$ cat src/rtl/ram_stream_reader_if.sv
// Bus bundle for ram_stream_reader: the RAM read port plus the outgoing word stream.
// Stream handshake: a word transfers on a rising clock edge where out_valid && out_ready; once
// out_valid is high it stays high, with out_data/out_addr/out_last stable, until that transfer.
interface ram_stream_reader_if #(
    parameter int addr_width_g = 11,
    parameter int data_width_g = 8
);
    logic [addr_width_g-1:0] ram_address;
    logic [data_width_g-1:0] ram_q;
    logic [data_width_g-1:0] out_data;
    logic [addr_width_g-1:0] out_addr;
    logic                    out_last;
    logic                    out_valid;
    logic                    out_ready;

    modport master (
        output ram_address,
        input  ram_q,
        output out_data,
        output out_addr,
        output out_last,
        output out_valid,
        input  out_ready
    );

    modport slave (
        input  ram_address,
        output ram_q,
        input  out_data,
        input  out_addr,
        input  out_last,
        input  out_valid,
        output out_ready
    );
endinterface

$ cat src/rtl/ram_stream_reader.sv
// Burst reader for a 1-cycle-latency sync-read RAM: issues COUNT reads from BASE and streams the
// words out through a small FIFO, issuing only when the FIFO has room for every read in flight.
module ram_stream_reader #(
    parameter int addr_width_g = 11,
    parameter int data_width_g = 8,
    parameter int fifo_depth_g = 4
) (
    input  logic                    clock,
    input  logic                    reset,
    input  logic                    start,
    input  logic [addr_width_g-1:0] base_addr,
    input  logic [addr_width_g:0]   count,
    output logic                    busy,
    output logic                    done,
    output logic [1:0]              dbg_state,
    ram_stream_reader_if.master     bus
);
    localparam int PW = (fifo_depth_g > 1) ? $clog2(fifo_depth_g) : 1;
    localparam int CW = $clog2(fifo_depth_g + 1) + 1;
    localparam int EW = 1 + addr_width_g + data_width_g;

    localparam logic [CW-1:0]         cnt_one_c = {{(CW-1){1'b0}}, 1'b1};
    localparam logic [PW-1:0]         ptr_one_c = {{(PW-1){1'b0}}, 1'b1};
    localparam logic [addr_width_g:0] iss_one_c = {{addr_width_g{1'b0}}, 1'b1};
    localparam logic [CW-1:0]         depth_c   = CW'(fifo_depth_g);
    localparam logic [PW-1:0]         ptr_max_c = PW'(fifo_depth_g - 1);

    typedef enum logic [1:0] {
        ST_IDLE  = 2'd0,
        ST_READ  = 2'd1,
        ST_DRAIN = 2'd2,
        ST_DONE  = 2'd3
    } state_t;

    state_t                  state_q, state_d;
    logic                    zero_q, zero_d;
    logic [addr_width_g-1:0] base_q, base_d;
    logic [addr_width_g:0]   count_q, count_d;
    logic [addr_width_g:0]   issued_q, issued_d;
    logic [addr_width_g-1:0] hold_addr_q, hold_addr_d;
    logic                    inflight_q, inflight_d;
    logic [addr_width_g-1:0] rd_addr_q, rd_addr_d;
    logic                    rd_last_q, rd_last_d;
    logic [PW-1:0]           wr_ptr_q, wr_ptr_d;
    logic [PW-1:0]           rd_ptr_q, rd_ptr_d;
    logic [CW-1:0]           fifo_count_q, fifo_count_d;
    logic [EW-1:0]           mem_q [fifo_depth_g];

    logic [addr_width_g-1:0] issue_addr;
    logic [addr_width_g:0]   issued_inc;
    logic                    credit_ok;
    logic                    issue;
    logic                    last_issue;
    logic                    fifo_empty;
    logic                    push;
    logic                    pop;
    logic [EW-1:0]           head;

    function automatic logic [PW-1:0] ptr_inc(input logic [PW-1:0] p);
        if (p == ptr_max_c) begin
            return '0;
        end
        return p + ptr_one_c;
    endfunction

    // A read issued last cycle is still owed a FIFO slot, so it counts against the credit.
    assign issue_addr = base_q + issued_q[addr_width_g-1:0];
    assign issued_inc = issued_q + iss_one_c;
    assign credit_ok  = (fifo_count_q + {{(CW-1){1'b0}}, inflight_q}) < depth_c;
    assign issue      = (state_q == ST_READ) && (issued_q != count_q) && credit_ok;
    assign last_issue = issued_inc == count_q;
    assign fifo_empty = fifo_count_q == '0;
    assign push       = inflight_q;
    assign pop        = !fifo_empty && bus.out_ready;
    assign head       = fifo_empty ? '0 : mem_q[rd_ptr_q];

    always_comb begin
        state_d      = state_q;
        zero_d       = zero_q;
        base_d       = base_q;
        count_d      = count_q;
        issued_d     = issued_q;
        hold_addr_d  = hold_addr_q;
        inflight_d   = issue;
        rd_addr_d    = rd_addr_q;
        rd_last_d    = rd_last_q;
        wr_ptr_d     = wr_ptr_q;
        rd_ptr_d     = rd_ptr_q;
        fifo_count_d = fifo_count_q;

        unique case (state_q)
            ST_IDLE: begin
                if (start) begin
                    base_d   = base_addr;
                    count_d  = count;
                    issued_d = '0;
                    if (count == '0) begin
                        // Empty burst spends two cycles in DONE so done lands two cycles after start.
                        state_d = ST_DONE;
                        zero_d  = 1'b1;
                    end else begin
                        state_d = ST_READ;
                    end
                end
            end
            ST_READ: begin
                if (issue) begin
                    issued_d = issued_inc;
                    if (last_issue) begin
                        state_d = ST_DRAIN;
                    end
                end
            end
            ST_DRAIN: begin
                if (pop && head[EW-1]) begin
                    state_d = ST_DONE;
                end
            end
            ST_DONE: begin
                if (zero_q) begin
                    zero_d = 1'b0;
                end else begin
                    state_d = ST_IDLE;
                end
            end
            default: state_d = ST_IDLE;
        endcase

        if (issue) begin
            hold_addr_d = issue_addr;
            rd_addr_d   = issue_addr;
            rd_last_d   = last_issue;
        end

        if (push) begin
            wr_ptr_d = ptr_inc(wr_ptr_q);
        end
        if (pop) begin
            rd_ptr_d = ptr_inc(rd_ptr_q);
        end
        unique case ({push, pop})
            2'b10:   fifo_count_d = fifo_count_q + cnt_one_c;
            2'b01:   fifo_count_d = fifo_count_q - cnt_one_c;
            default: fifo_count_d = fifo_count_q;
        endcase
    end

    always_ff @(posedge clock) begin
        if (reset) begin
            state_q      <= ST_IDLE;
            zero_q       <= 1'b0;
            base_q       <= '0;
            count_q      <= '0;
            issued_q     <= '0;
            hold_addr_q  <= '0;
            inflight_q   <= 1'b0;
            rd_addr_q    <= '0;
            rd_last_q    <= 1'b0;
            wr_ptr_q     <= '0;
            rd_ptr_q     <= '0;
            fifo_count_q <= '0;
        end else begin
            state_q      <= state_d;
            zero_q       <= zero_d;
            base_q       <= base_d;
            count_q      <= count_d;
            issued_q     <= issued_d;
            hold_addr_q  <= hold_addr_d;
            inflight_q   <= inflight_d;
            rd_addr_q    <= rd_addr_d;
            rd_last_q    <= rd_last_d;
            wr_ptr_q     <= wr_ptr_d;
            rd_ptr_q     <= rd_ptr_d;
            fifo_count_q <= fifo_count_d;
        end
    end

    always_ff @(posedge clock) begin
        if (push) begin
            mem_q[wr_ptr_q] <= {rd_last_q, rd_addr_q, bus.ram_q};
        end
    end

    assign bus.ram_address = issue ? issue_addr : hold_addr_q;
    assign bus.out_valid   = !fifo_empty;
    assign bus.out_last    = head[EW-1];
    assign bus.out_addr    = head[EW-2:data_width_g];
    assign bus.out_data    = head[data_width_g-1:0];
    assign busy            = (state_q == ST_READ) || (state_q == ST_DRAIN);
    assign done            = (state_q == ST_DONE) && !zero_q;
    assign dbg_state       = state_q;
endmodule
$ cat src/flat_wrapper.sv
// flat-port wrapper written by rule: the top's interface ports become plain ports
module ram_stream_reader_flat 
#(
    parameter int addr_width_g = 11,
    parameter int data_width_g = 8,
    parameter int fifo_depth_g = 4
)
  (clock, reset, start, base_addr, count, busy, done, dbg_state, bus_ram_address, bus_ram_q, bus_out_data, bus_out_addr, bus_out_last, bus_out_valid, bus_out_ready);
  ram_stream_reader_if #(.addr_width_g(addr_width_g), .data_width_g(data_width_g)) bus_i ();
  input  logic clock;
  input  logic reset;
  input  logic start;
  input  logic [addr_width_g-1:0] base_addr;
  input  logic [addr_width_g:0] count;
  output logic busy;
  output logic done;
  output logic [1:0] dbg_state;
  output wire logic [$bits(bus_i.ram_address)-1:0] bus_ram_address;
  input wire logic [$bits(bus_i.ram_q)-1:0] bus_ram_q;
  output wire logic [$bits(bus_i.out_data)-1:0] bus_out_data;
  output wire logic [$bits(bus_i.out_addr)-1:0] bus_out_addr;
  output wire logic [$bits(bus_i.out_last)-1:0] bus_out_last;
  output wire logic [$bits(bus_i.out_valid)-1:0] bus_out_valid;
  input wire logic [$bits(bus_i.out_ready)-1:0] bus_out_ready;
  assign bus_ram_address = bus_i.ram_address;
  assign bus_i.ram_q = bus_ram_q;
  assign bus_out_data = bus_i.out_data;
  assign bus_out_addr = bus_i.out_addr;
  assign bus_out_last = bus_i.out_last;
  assign bus_out_valid = bus_i.out_valid;
  assign bus_i.out_ready = bus_out_ready;
  ram_stream_reader #(.addr_width_g(addr_width_g), .data_width_g(data_width_g), .fifo_depth_g(fifo_depth_g)) u_core (.clock(clock), .reset(reset), .start(start), .base_addr(base_addr), .count(count), .busy(busy), .done(done), .dbg_state(dbg_state), .bus(bus_i));
endmodule
$ cat config.mk
export PLATFORM = sky130hd
export DESIGN_NAME = ram_stream_reader_flat
export DESIGN_NICKNAME = d
export VERILOG_FILES = /design/src/rtl/ram_stream_reader_if.sv /design/src/rtl/ram_stream_reader.sv /design/src/flat_wrapper.sv
export SDC_FILE = /design/constraint.sdc
export NUM_CORES = 1
export LEC_CHECK = 0
export CAP_MARGIN = 20
export CORE_ASPECT_RATIO = 0.6
export CORE_MARGIN = 1
export CORE_UTILIZATION = 35
export CTS_BUF_LIST = sky130_fd_sc_hd__clkbuf_16
export DETAILED_ROUTE_END_ITERATION = 7
export DONT_BUFFER_PORTS = 1
export HOLD_SLACK_MARGIN = 0.08
export PLACE_DENSITY_LB_ADDON = 0.15
export REMOVE_ABC_BUFFERS = 1
export SKIP_LAST_GASP = 1
export SLEW_MARGIN = 30
export SYNTH_ARGS = -nofsm -noshare
export SYNTH_HDL_FRONTEND = slang
export SYNTH_SLANG_ARGS = --single-unit
$ cat constraint.sdc
create_clock -name clock -period 3.43 [get_ports clock]
set_input_delay 0.343 -clock clock [delete_from_list [all_inputs] [get_ports clock]]
set_output_delay 0.343 -clock clock [all_outputs]
set_load 0.05 [all_outputs]
# Word level (Yosys, flattened, before mapping)
# Memories as Yosys holds them, arrays and structs flattened. A register that Yosys moved wholly into a read port is not among the register bits.
# Index checks and enable logic that the tools add are counted.
# totals
reg_bits	70
latch_bits	0
ram_bits	80
mem_bits_ro	0
n_memories	1
# memory_table
name	words	word_bits	rd	rd_ports_with_merged_regs	write_ports	line	source
u_core.mem_q	4	20	1	1	1	ram_stream_reader.sv:47	logic [EW-1:0] mem_q [fifo_depth_g];
# classes
add_sub_neg	7
mul	0
div_mod_pow	0
order_cmp	1
n_eq_ne	15
shifts	0
muxes	28
bitwise	0
n_reduce_logical	18
# ops
cell	n
12-bit two-way mux	2
2-bit two-way mux	12
12-bit case mux with 2 select lines	1
20-bit two-way mux	1
12-bit by 1-bit adder with 12-bit output (second input constant)	1
12-bit equality test	1
12-bit logical NOT	1
12-bit != test	1
11-bit adder	1
11-bit two-way mux	1
2-bit equality test (second input constant)	5
1-bit two-way mux	8
2-bit by 1-bit != test with 1-bit output (second input constant)	4
2-bit case mux with 4 select lines	1
4-bit case mux with 2 select lines	1
3-bit AND reduction	2
2-bit nonzero test	3
1-bit logical AND	5
5-bit AND reduction	1
2-bit by 1-bit adder with 2-bit output (second input constant)	2
4-bit by 1-bit adder with 4-bit output	1
4-bit by 1-bit adder with 4-bit output (second input constant)	1
2-bit by 1-bit equality test with 1-bit output (second input constant)	2
4-bit logical NOT	1
8 further kinds	10

# Logic depth before layout (Yosys ltp)
# logic_depth
ltp_word	7
depth_mapped	10
depth_no_buf	10

# Least setup slack after synthesis
# Ideal clock, no wire load.
# synth_path
path_kind	flip-flop to output port
from	register u_core.state_q[1], in the netlist u_core.dbg_state[1]
to	output port bus_ram_address[9]
t_arrival_ns	2.839
required_time_ns	3.087
path_slack_ns	0.248
path_stages_with_launch	9
cell_sequence	dfxtp_1 > inv_1 > ha_1 > buf_4 > o21ai_1 > a31oi_1 > buf_2 > clkbuf_1 > o21ai_0
# synth_between
elab_chain_cells	4
# synth_lines
element	line	source
start: declaration	ram_stream_reader.sv:35	state_t state_q, state_d;
start signal: assignment	ram_stream_reader.sv:163	state_q <= state_d;
2-bit by 1-bit equality test with 1-bit output	ram_stream_reader.sv:70	assign issue = (state_q == ST_READ) && (issued_q != count_q) && credit_ok;
1-bit logical AND (2 in a row)	ram_stream_reader.sv:70	
11-bit two-way mux	n/a	
end: declaration	flat_wrapper.sv:18	output wire logic [$bits(bus_i.ram_address)-1:0] bus_ram_address;
# No other way between the ends.

# Worst setup path after layout
# layout_path
from	register u_core.issued_q[0]
to	output port bus_ram_address[10]
# layout_between
elab_chain_cells	4
elab_cells_between_ends	5
cone_classes	add/sub (1); eq/ne (1); mux (1); reduce/logical (2)
# layout_lines
element	line	source
start: declaration	ram_stream_reader.sv:39	logic [addr_width_g:0] issued_q, issued_d;
start signal: assignment	ram_stream_reader.sv:167	issued_q <= issued_d;
parallel branches: the longest is 3 deep, another holds 11-bit adder	n/a	
11-bit two-way mux *	n/a	
# Mark *: on every way between the ends.

==> flow_summary.toml <==
[timing]
max_slew_margin = 0.5514
max_freq_mhz = 307.4
hold_viol = 0
whs_ns = 0.1089
rsz0062_at_grt = "false"
drv_slew = 0
fin_crit_sh = 0.9484
period_needed_ns = 3.253
setup_tns_ns = 0
finalSetupViolations = 0
finalClockSkew_ns = 0.01289
tightest_slew_ns = 0.6729

[synthesis]
synth_top_area_cell = "edfxtp_1"
synth.area.top_cells = "edfxtp_1 (35%), dfxtp_1 (21%), mux4_2 (6.5%)"
synthMostInstantiatedCell = "edfxtp_1"
ys_ff_latch = 152
synth_edf_count = 80
ys_top_cells_by_count = "edfxtp_1 (80), nand2_1 (79), dfxtp_1 (72)"
netlist.area_leader.share = 0.3450
netlist_instances = 610
async_flop_share = 0
ys_seq_area_frac = 0.5520
ys_warn_count = 0
syn-cell-area_sq_um = 6963
syn_area_per_cell_sq_um = 11.41
ys.flop_type = "edfxtp_1"
ys_types = 56

[critical_path]
crit_arrival_ns = 2.91
endpoint_kind = "output pin"
cp_max_fo = 7
required_ns = 3.09
crit_path_start_kind = "flip-flop"
path_class = "flip-flop to output pin"

[finish]
diodes = 0
final_util = 0.4304
syn_to_final_growth_pct = 19.14
num-nets-final = 716
drive_above_1_share = 0.1499
fill_cells = 1815

[clock_network]
htree_levels = 4
cts_buffer_depth = 2
clkSinkCount = 152
clk_pin_slew_ns = 0.07
clk_latency_ns = 0.42
numCtsBuffers = 17
cts_root_buf = "clkbuf_16"
cts_tree = "yes"

[worst_hold_path]
holdCritPathClass = "input port to flip-flop"

[power_and_ir_drop]
ir_drop_mv = 0.4852
power_density_nw_per_um2 = 761.9
power.leakage_nw = 3.074

[grt]
grt_usage = 0.1674
grt_antenna_before_repair = 0
grt_max_degree = 53
grt_first_pass_wirelength_um = 25790
grt_pass1_vias = 4662
grt.overflow.total = 0

[job]
max-cap-violations = 0

[drt]
drc = 0
drtAntennaViolNets = 0
first_pass_iters = 4
viasPerCell = 5.070
avgRoutedWirePerCell_um = 17.12
vias = 4730
drtIter0Drc = 238
drt-total-wl_um = 15970

[floorplanning]
initial_utilization = 0.3612
dieArea_sq_um = 20480
die_h_um = 111.3
pin_count = 71
core_sq_um = 19270
die_w_um = 184.1
rows = 39

[placed_design]
numPortBuffers = 0
post-dp-hpwl_um = 11090
place_congestion = 0.9123

[status]
status = "finished clean"
[stage by stage]
step / instances / setup slack (ns) / power (mW) / instance area [sq um]
5_1_grt: 933 / 0.02590 / 6.674 / 8295
3_5_place_dp: 870 / 0.1281 / 4.472 / 7338
2_1_floorplan: 580 / 0.2335 / 3.905 / 6815
4_1_cts: 933 / 0.01654 / 6.409 / 8273
6_report: 933 / 0.1770 / 6.321 / 8295
3_3_place_gp: 870 / 0.1422 / 4.434 / 7335
[report_power, final]
group	leakage (nW)	internal, mW	switching, mW
clock	0.278	1.09	0.782
combinational	1.48	0.648	1.54
sequential	1.32	2.14	0.131
[timing repair]
action / CTS / global route
pin swaps: 2 / 2
endpoints found under the hold margin: 86 / 0
endpoints found under the setup margin: 2 / 1
buffers inserted: 1 / 0
gates resized for setup: 7 / 3
hold buffers: 30 / 0
[cells by family after synthesis]
group / synth area share
buffers and inverters: 0.03145
AND/OR/NAND/NOR: 0.1526
flip-flops: 0.5520
AO/OA/AOI/OAI: 0.09362
adder cells (fa/ha/maj): 0.05067
multiplexers: 0.07960
XOR/XNOR: 0.04007
[critical path: stages, from the launching register on]
cell	delay, ns
dfxtp_2	0.37
ha_2	0.21
fa_2	0.40
a21oi_4	0.20
o21ai_2	0.11
a2111oi_4	0.32
buf_4	0.17
o21ai_0	0.11
a211o_1	0.27
nand2_1	0.10
nor2_1	0.05
buf_4	0.18
[cell usage in the layout (no fill, tap or decap), types with 3 or more instances in the layout]
cell | synthesis | routed
nor4_1 | 11 | 11
o211ai_1 | 6 | 6
nand2b_1 | 6 | 6
and3_1 | 4 | 4
nor3_1 | 8 | 8
and2_1 | 31 | 31
dlygate4sd3_1 | 0 | 29
mux2_2 | 3 | 3
edfxtp_1 | 80 | 80
or3_1 | 5 | 5
a21o_1 | 4 | 4
nand2_1 | 79 | 79
clkinvlp_4 | 0 | 3
xor2_1 | 21 | 21
buf_4 | 3 | 25
nor2b_1 | 5 | 5
o21ai_0 | 22 | 18
o21ai_1 | 3 | 5
a21boi_0 | 3 | 3
clkbuf_16 | 0 | 17
a21oi_1 | 52 | 51
ha_1 | 25 | 24
inv_1 | 19 | 19
nand3_1 | 8 | 8
mux4_2 | 20 | 20
nand4_1 | 5 | 5
nor2_1 | 35 | 35
mux2i_1 | 7 | 7
dfxtp_1 | 72 | 71
or4_1 | 6 | 6
inv_6 | 0 | 4
xnor2_1 | 9 | 9
[registers in the layout, indices dropped and copies added, names as in the netlist, named ones only]
name	count
u_core.issued_q	12
u_core.rd_last_q	1
u_core.fifo_count_q	4
u_core.base_q	11
u_core.zero_q	1
u_core.wr_ptr_q	2
u_core.count_q	12
u_core.dbg_state	2
u_core.inflight_q	1
u_core.rd_ptr_q	2
u_core.mem_q	80
u_core.rd_addr_q	11
u_core.hold_addr_q	11
[cell type report]
class	instances	area (sq um)	area share
clock buffer	17	425.4	0.05128
clock inverter	15	166.4	0.02006
sequential	152	3845	0.4635
multi-input combinational	409	2949	0.3555
inverter	19	71.32	0.008597
tap	266	332.8	0.04012
timing repair buffer	55	505.5	0.06094
[layer usage]
layer / track usage / share of wire / wire length [um] / up-vias
li1: - / - / - / 2293
met5: 0 / 0 / 0 / -
met1: 0.2447 / 0.51 / 8097 / 2307
met2: 0.2336 / 0.42 / 6734 / 115
met3: 0.04632 / 0.060 / 954 / 15
met4: 0.06111 / 0.012 / 184 / 0
[path summary, 6_finish.rpt]
path | start | to | slack [ns] | cells after the start
min | base_addr[2] | u_core.base_q[2]$_SDFFE_PP0P_ | 0.11 | 2
max reg2reg | u_core.issued_q[1]$_SDFFE_PP0P_ | u_core.dbg_state[0]$_SDFFE_PP0P_ | 0.63 | 7
min reg2reg | u_core.hold_addr_q[5]$_SDFF_PP0_ | u_core.hold_addr_q[5]$_SDFF_PP0_ | 0.47 | 2
max | u_core.issued_q[0]$_SDFFE_PP0P_ | bus_ram_address[10] | 0.18 | 11
Power figures use the tool's default switching activity.
